**src/rtl/instr_fetch_stage_if.sv**
```systemverilog
// Instruction-memory port bundle between the IF stage and imem.
// The fetch stage drives address/data/byte-enables and reads back the word.
interface instr_fetch_stage_if;
  logic [31:0] imem_addr;
  logic [31:0] imem_data;
  logic [3:0]  imem_we;
  logic [31:0] imem_q;

  modport master (
    output imem_addr,
    output imem_data,
    output imem_we,
    input  imem_q
  );

  modport slave (
    input  imem_addr,
    input  imem_data,
    input  imem_we,
    output imem_q
  );
endinterface

```
**src/rtl/instr_fetch_stage.sv**
```systemverilog
// IF stage: PC, IF/ID latch, stall/flush handling and branch/jump redirects.
// A redirect seen while stalled is parked and applied once the stall drops.
module instr_fetch_stage #(
  parameter logic [31:0] RESET_PC  = 32'h0000_0000,
  parameter logic [31:0] NOP_INSTR = 32'h0000_0000
) (
  input  logic        clk,
  input  logic        rst,
  instr_fetch_stage_if.master imem,
  input  logic        stall,
  input  logic        flush,
  input  logic        br_taken,
  input  logic [31:0] br_target,
  input  logic        jmp_taken,
  input  logic [31:0] jmp_target,
  output logic [31:0] if_id_instr,
  output logic [31:0] if_id_pc,
  output logic [31:0] if_id_pc4,
  output logic        if_id_valid,
  output logic        misalign_err,
  output logic [31:0] fetch_count
);

  typedef enum logic {
    RUN,
    HOLD_REDIR
  } state_t;

  state_t      r_state;
  state_t      w_state_nxt;
  logic [31:0] r_pc;
  logic [31:0] r_pend_pc;
  logic [31:0] r_instr;
  logic [31:0] r_id_pc;
  logic [31:0] r_id_pc4;
  logic        r_valid;
  logic        r_mis;
  logic [31:0] r_cnt;

  logic [31:0] w_pc_nxt;
  logic [31:0] w_pend_nxt;
  logic [31:0] w_pc4;
  logic        w_req;
  logic [31:0] w_raw;
  logic [31:0] w_tgt;
  logic        w_mis;
  logic        w_ld;
  logic        w_bub;
  logic        w_go;
  logic        w_pend;

  assign imem.imem_addr = r_pc;
  assign imem.imem_data = 32'h0;
  assign imem.imem_we   = 4'b0000;

  assign w_pc4 = r_pc + 32'd4;
  assign w_req = br_taken | jmp_taken;
  // Branch is the older instruction, so it wins over a jump.
  assign w_raw = br_taken ? br_target : jmp_target;
  assign w_tgt = {w_raw[31:2], 2'b00};
  assign w_mis = w_req & (|w_raw[1:0]);

  assign w_go   = ~stall & w_req;
  assign w_pend = ~stall & ~w_req & (r_state == HOLD_REDIR);

  always_comb begin
    w_state_nxt = r_state;
    w_pc_nxt    = r_pc;
    w_pend_nxt  = r_pend_pc;
    w_ld        = 1'b0;
    w_bub       = 1'b0;
    unique case (1'b1)
      stall: begin
        if (w_req) begin
          w_state_nxt = HOLD_REDIR;
          w_pend_nxt  = w_tgt;
        end
        w_bub = flush;
      end
      w_go: begin
        w_pc_nxt    = w_tgt;
        w_bub       = 1'b1;
        w_state_nxt = RUN;
      end
      w_pend: begin
        w_pc_nxt    = r_pend_pc;
        w_bub       = 1'b1;
        w_state_nxt = RUN;
      end
      default: begin
        w_pc_nxt = w_pc4;
        w_ld     = ~flush;
        w_bub    = flush;
      end
    endcase
  end

  always_ff @(posedge clk) begin
    if (rst) begin
      r_state   <= RUN;
      r_pc      <= RESET_PC;
      r_pend_pc <= 32'h0;
      r_instr   <= NOP_INSTR;
      r_id_pc   <= 32'h0;
      r_id_pc4  <= 32'h0;
      r_valid   <= 1'b0;
      r_mis     <= 1'b0;
      r_cnt     <= 32'h0;
    end else begin
      r_state   <= w_state_nxt;
      r_pc      <= w_pc_nxt;
      r_pend_pc <= w_pend_nxt;
      r_mis     <= w_mis;
      if (w_ld) begin
        r_instr  <= imem.imem_q;
        r_id_pc  <= r_pc;
        r_id_pc4 <= w_pc4;
        r_valid  <= 1'b1;
        r_cnt    <= r_cnt + 32'd1;
      end else if (w_bub) begin
        r_instr <= NOP_INSTR;
        r_valid <= 1'b0;
      end
    end
  end

  assign if_id_instr  = r_instr;
  assign if_id_pc     = r_id_pc;
  assign if_id_pc4    = r_id_pc4;
  assign if_id_valid  = r_valid;
  assign misalign_err = r_mis;
  assign fetch_count  = r_cnt;

endmodule

```
**src/flat_wrapper.sv**
```systemverilog
// flat-port wrapper written by rule: the top's interface ports become plain ports
module instr_fetch_stage_flat 
#(
  parameter logic [31:0] RESET_PC  = 32'h0000_0000,
  parameter logic [31:0] NOP_INSTR = 32'h0000_0000
)
  (clk, rst, stall, flush, br_taken, br_target, jmp_taken, jmp_target, if_id_instr, if_id_pc, if_id_pc4, if_id_valid, misalign_err, fetch_count, imem_imem_addr, imem_imem_data, imem_imem_we, imem_imem_q);
  instr_fetch_stage_if imem_i ();
  input  logic clk;
  input  logic rst;
  input  logic stall;
  input  logic flush;
  input  logic br_taken;
  input  logic [31:0] br_target;
  input  logic jmp_taken;
  input  logic [31:0] jmp_target;
  output logic [31:0] if_id_instr;
  output logic [31:0] if_id_pc;
  output logic [31:0] if_id_pc4;
  output logic if_id_valid;
  output logic misalign_err;
  output logic [31:0] fetch_count;
  output wire logic [$bits(imem_i.imem_addr)-1:0] imem_imem_addr;
  output wire logic [$bits(imem_i.imem_data)-1:0] imem_imem_data;
  output wire logic [$bits(imem_i.imem_we)-1:0] imem_imem_we;
  input wire logic [$bits(imem_i.imem_q)-1:0] imem_imem_q;
  assign imem_imem_addr = imem_i.imem_addr;
  assign imem_imem_data = imem_i.imem_data;
  assign imem_imem_we = imem_i.imem_we;
  assign imem_i.imem_q = imem_imem_q;
  instr_fetch_stage #(.RESET_PC(RESET_PC), .NOP_INSTR(NOP_INSTR)) u_core (.clk(clk), .rst(rst), .imem(imem_i), .stall(stall), .flush(flush), .br_taken(br_taken), .br_target(br_target), .jmp_taken(jmp_taken), .jmp_target(jmp_target), .if_id_instr(if_id_instr), .if_id_pc(if_id_pc), .if_id_pc4(if_id_pc4), .if_id_valid(if_id_valid), .misalign_err(misalign_err), .fetch_count(fetch_count));
endmodule
```
**config.mk**
```make
export PLATFORM = sky130hd
export DESIGN_NAME = instr_fetch_stage_flat
export DESIGN_NICKNAME = d
export VERILOG_FILES = /design/src/rtl/instr_fetch_stage_if.sv /design/src/rtl/instr_fetch_stage.sv /design/src/flat_wrapper.sv
export SDC_FILE = /design/constraint.sdc
export NUM_CORES = 1
export LEC_CHECK = 0
export ABC_AREA = 0
export CORE_UTILIZATION = 38
export CTS_BUF_LIST = sky130_fd_sc_hd__clkbuf_8
export CTS_CLUSTER_DIAMETER = 100
export DETAILED_ROUTE_END_ITERATION = 12
export GPL_ROUTABILITY_DRIVEN = 0
export PLACE_DENSITY = 0.71
export SYNTH_ARGS = -nofsm -noshare
export SYNTH_HDL_FRONTEND = slang
export SYNTH_SLANG_ARGS = --single-unit
```
**constraint.sdc**
```tcl
create_clock -name clk -period 2.65 [get_ports clk]
set_input_delay 0.53 -clock clk [delete_from_list [all_inputs] [get_ports clk]]
set_output_delay 0.53 -clock clk [all_outputs]
set_load 0.005 [all_outputs]
```
==> flow_summary.yaml, run 1 <==
timing:
  fmax_mhz: 444
  relSlewSlack_pct: 62.7
  whs_ns: 0.456
  worstMarginPinSlew_ns: 0.555
  hold_viol: 0
  setup_viol: 0
  drv_slew: 0
  rsz0062_at_grt: "no"
  layout_min_cycle_time_ns: 2.25
  min_period_over_period_pct: 85.0
  worst_clock_skew_ns: 0.0180
grt:
  antenna_found_initial: 0
  grt_pass1_wl_um: 45500
  grt_use_total_pct: 23.8
  grt_pass1_vias: 8409
  grt_start_max_net_pins: 57
  grt.overflow.total: 0
power_and_ir_drop:
  power_w: 0.00567
  p_sw_share_pct: 28.0
  power.density_mw_per_mm2: 457
  ir_drop_uv: 306
  p_clk_share_pct: 32.1
  switchingPower_w: 0.00158
  seq_power_share_pct: 52.7
  p_int_w: 0.00408
  power_frac_comb_pct: 15.2
  p_leak_nw: 4.32
setup_path:
  r2r-end: "u_core.if_id_pc4[31]$_SDFFE_PP0P_"
  path_cells: "buf_4 -> and4_1 -> nand4_1 -> nor4_1 -> xnor2_1 -> a211oi_1"
  worst-path-stages: 6
  critPathMaxStageDelay_ns: 0.56
  crit_buf_inv: 1
  crit_fanout: 6
  crit_start: "u_core.imem.imem_addr[4]$_SDFFE_PP0N_"
  path_delay_family: "simple AND/OR/NAND/NOR gates"
  worstPathArrival_ns: 2.63
  crit_path_top_delay_cell: "nor4_1"
  worstSetupEndpointType: "register"
  rr_worst_depth: 6
  ff2ff_setup_slack_ns: 0.40
  worstSetupPathType: "register to register"
  critPathLaunchType: "register"
  cp_data_required_time_ns: 3.02
  crit_path_end: "u_core.if_id_pc4[31]$_SDFFE_PP0P_"
  reg2reg_from: "u_core.imem.imem_addr[4]$_SDFFE_PP0N_"
clocking:
  htree_levels: 4
  cts_sinks: 187
  cts-resized-gates: 0
  postCtsHoldBufs: 0
  postCtsSetupBuffers: 0
  clock_latency_ns: 0.47
  cts_inserted_buffers: 17
  clk_pin_slew_worst_paths_ns: 0.10
  root_buffer: "clkbuf_8"
  clock_path_buffers: 2
  cts_tree: "built"
routing:
  wl_um: 29100
  remaining_drc_errors: 0
  dr.first_iter.drc_count: 619
  via_per_inst: 5.34
  wl_per_cell_um: 17.2
  drtPass1Iterations: 7
  ant_nets: 0
  vias: 9049
place:
  hpwl_um: 21300
  numPortBuffers: 257
synthesis:
  synth-async-reset-ratio_pct: 0
  synth_area_leaders: "dfxtp_1 42%, nor2_1 5.7%, nand2_1 5.3%"
  synthFlopType: "dfxtp_1"
  ys_types: 55
  netlist_instances: 1103
  yosys_warnings: 0
  ys_seq_area_share_pct: 41.8
  synth.most_common_cell: "dfxtp_1"
  avgSynthCellArea_um2: 8.11
  yosysTopAreaCellShare_pct: 41.8
  syn-cell-area_mm2: 0.00895
  synth_top_area_cell: "dfxtp_1"
  synth_edf_count: 0
  synth.top_cells.by_count: "187 x dfxtp_1, 137 x nor2_1, 127 x nand2_1, 90 x a21oi_1, 63 x clkbuf_1"
  ys_ff_latch: 187
floorplanning:
  ioPinCount: 300
  die_y_um: 155
  die_area_mm2: 0.0242
  start_util_pct: 39.2
  core-area_mm2: 0.0228
  die_x_um: 155
  rows: 55
layout:
  multi_input_area_mm2: 0.00463
  fillers: 2187
  layout.nets: 1472
  regArea_mm2: 0.00374
  drive_gt1_share_pct: 8.40
  antenna-diode-count: 0
  syn_to_final_growth_pct: 38.6
status:
  status: "finished, final reports clean"
run:
  drv_cap: 0
worst_hold_path:
  hold_path.class: "register to register"
[worst reg2reg max path, delay by kind of cell, from the launching register on]
kind,cells,cell delay [ns]
buffers and inverters,1,0.20
AO/OA/AOI/OAI,1,0.27
XOR/XNOR,1,0.14
flip-flops,1,0.49
AND/OR/NAND/NOR,3,1.06
[how the worst min path moves through the flow]
| stage | from | end | slack (ns) | cells after the start |
|---|---|---|---|---|
| 2_1_floorplan | u_core.if_id_pc4[23]$_SDFFE_PP0P_ | u_core.if_id_pc4[23]$_SDFFE_PP0P_ | 0.45 | 2 |
| 3_3_place_gp | u_core.if_id_pc[13]$_SDFFE_PP0P_ | u_core.if_id_pc[13]$_SDFFE_PP0P_ | 0.45 | 2 |
| 3_5_place_dp | u_core.if_id_pc[9]$_SDFFE_PP0P_ | u_core.if_id_pc[9]$_SDFFE_PP0P_ | 0.45 | 2 |
| 4_1_cts | rst | u_core.if_id_instr[20]$_SDFFE_PP0P_ | 0.45 | 2 |
| 5_1_grt | rst | u_core.if_id_instr[20]$_SDFFE_PP0P_ | 0.45 | 2 |
| 6_report | u_core.if_id_pc[21]$_SDFFE_PP0P_ | u_core.if_id_pc[21]$_SDFFE_PP0P_ | 0.46 | 2 |
[placed cells by master (no fill, tap or decap), drive strengths merged, types with 3 or more instances in the layout]
| cell type | netlist | layout |
|---|---|---|
| clkdlybuf4s50 | 0 | 255 |
| dfxtp | 187 | 187 |
| nor2 | 137 | 137 |
| nand2 | 127 | 127 |
| a21oi | 90 | 90 |
| buf | 63 | 76 |
| a211oi | 45 | 45 |
| conb | 1 | 42 |
| o21ai | 41 | 41 |
| xnor2 | 34 | 34 |
| a22oi | 32 | 32 |
| nor3 | 27 | 27 |
| inv | 23 | 27 |
| mux2i | 21 | 21 |
| nor4 | 21 | 21 |
| nand3 | 19 | 19 |
| clkbuf | 63 | 17 |
| nand4 | 16 | 16 |
| a221oi | 15 | 15 |
| a311oi | 14 | 14 |
| or3 | 13 | 13 |
| nand2b | 11 | 11 |
| o31a | 10 | 10 |
| and4 | 10 | 10 |
| nand3b | 9 | 9 |
| and3b | 8 | 8 |
| and3 | 7 | 7 |
| clkinv | 0 | 7 |
| xor2 | 6 | 6 |
| o32ai | 5 | 5 |
| or4 | 5 | 5 |
| nor2b | 4 | 4 |
| and2 | 4 | 4 |
| o21a | 4 | 4 |
| a31oi | 4 | 4 |
| a21o | 4 | 4 |
| nor3b | 3 | 3 |
| a221o | 3 | 3 |
| clkinvlp | 0 | 3 |
[layout make-up]
| class | count | share of cell area, % |
|---|---|---|
| Clock buffer | 17 | 1.89 |
| Timing Repair Buffer | 331 | 25.7 |
| Tap cell | 313 | 3.16 |
| Sequential cell | 187 | 30.2 |
| Multi-Input combinational cell | 808 | 37.4 |
| Clock inverter | 15 | 1.01 |
| Inverter | 23 | 0.696 |
[through the flow]
stage / TNS [ns] / std cells / util, % / setup slack, ns / area (um2)
after global routing: 0 / 1694 / 54.3 / 0.292 / 12400
after floorplan: 0 / 1144 / - / 0.373 / 9100
final: 0 / 1694 / 54.3 / 0.397 / 12400
after CTS: 0 / 1694 / 54.3 / 0.397 / 12400
after global placement: -0.125 / 1662 / 52.7 / -0.0799 / 12000
after detailed placement: -0.140 / 1662 / 52.7 / -0.0898 / 12000
[logic make-up (layout without fill, tap and decap cells)]
family / after synthesis / count (layout) / synth area share, %
mux: 23 / 23 / 2.60
flops: 187 / 187 / 41.8
other cells: 1 / 42 / 0.0419
xor+xnor: 40 / 40 / 3.92
compound gates: 279 / 279 / 20.5
fa+ha+maj: 2 / 2 / 0.280
simple gates: 422 / 422 / 22.6
buf+inv: 149 / 386 / 8.26
[registers in the layout (all words and copies together), names as in the netlist]
register	count
u_core.if_id_instr	32
u_core.fetch_count	32
u_core.r_state	1
u_core.if_id_valid	1
u_core.if_id_pc4	30
u_core.r_pend_pc	30
u_core.misalign_err	1
u_core.if_id_pc	30
u_core.imem.imem_addr	30
[power by group through the flow]
stage                     Clock (W)  Combinational (W)  Sequential [W]
after floorplan                   0           0.000440         0.00304
after global placement            0           0.000843         0.00304
after detailed placement          0           0.000855         0.00305
after CTS                   0.00186           0.000860         0.00298
after global routing        0.00198           0.000936         0.00300
final                       0.00182           0.000862         0.00299
[routing by layer]
layer  vias to the layer above  wire [um]  track usage [%]
met5                         -          0                0
met2                       357      14200             40.8
met1                      4282      12100             29.8
li1                       4373          -                -
met3                        37       2060             5.04
met4                         0        725             7.33
(Power assumes the default switching activity.)
==> inputs of run 2 (changes only) <==
Settings changed: ABC_CLOCK_PERIOD_IN_PS set to 2650, CAP_MARGIN set to 5, SLEW_MARGIN set to 20.
==> results of run 2 <==
The final DEF is identical to that of run 1; final timing and power are the same.
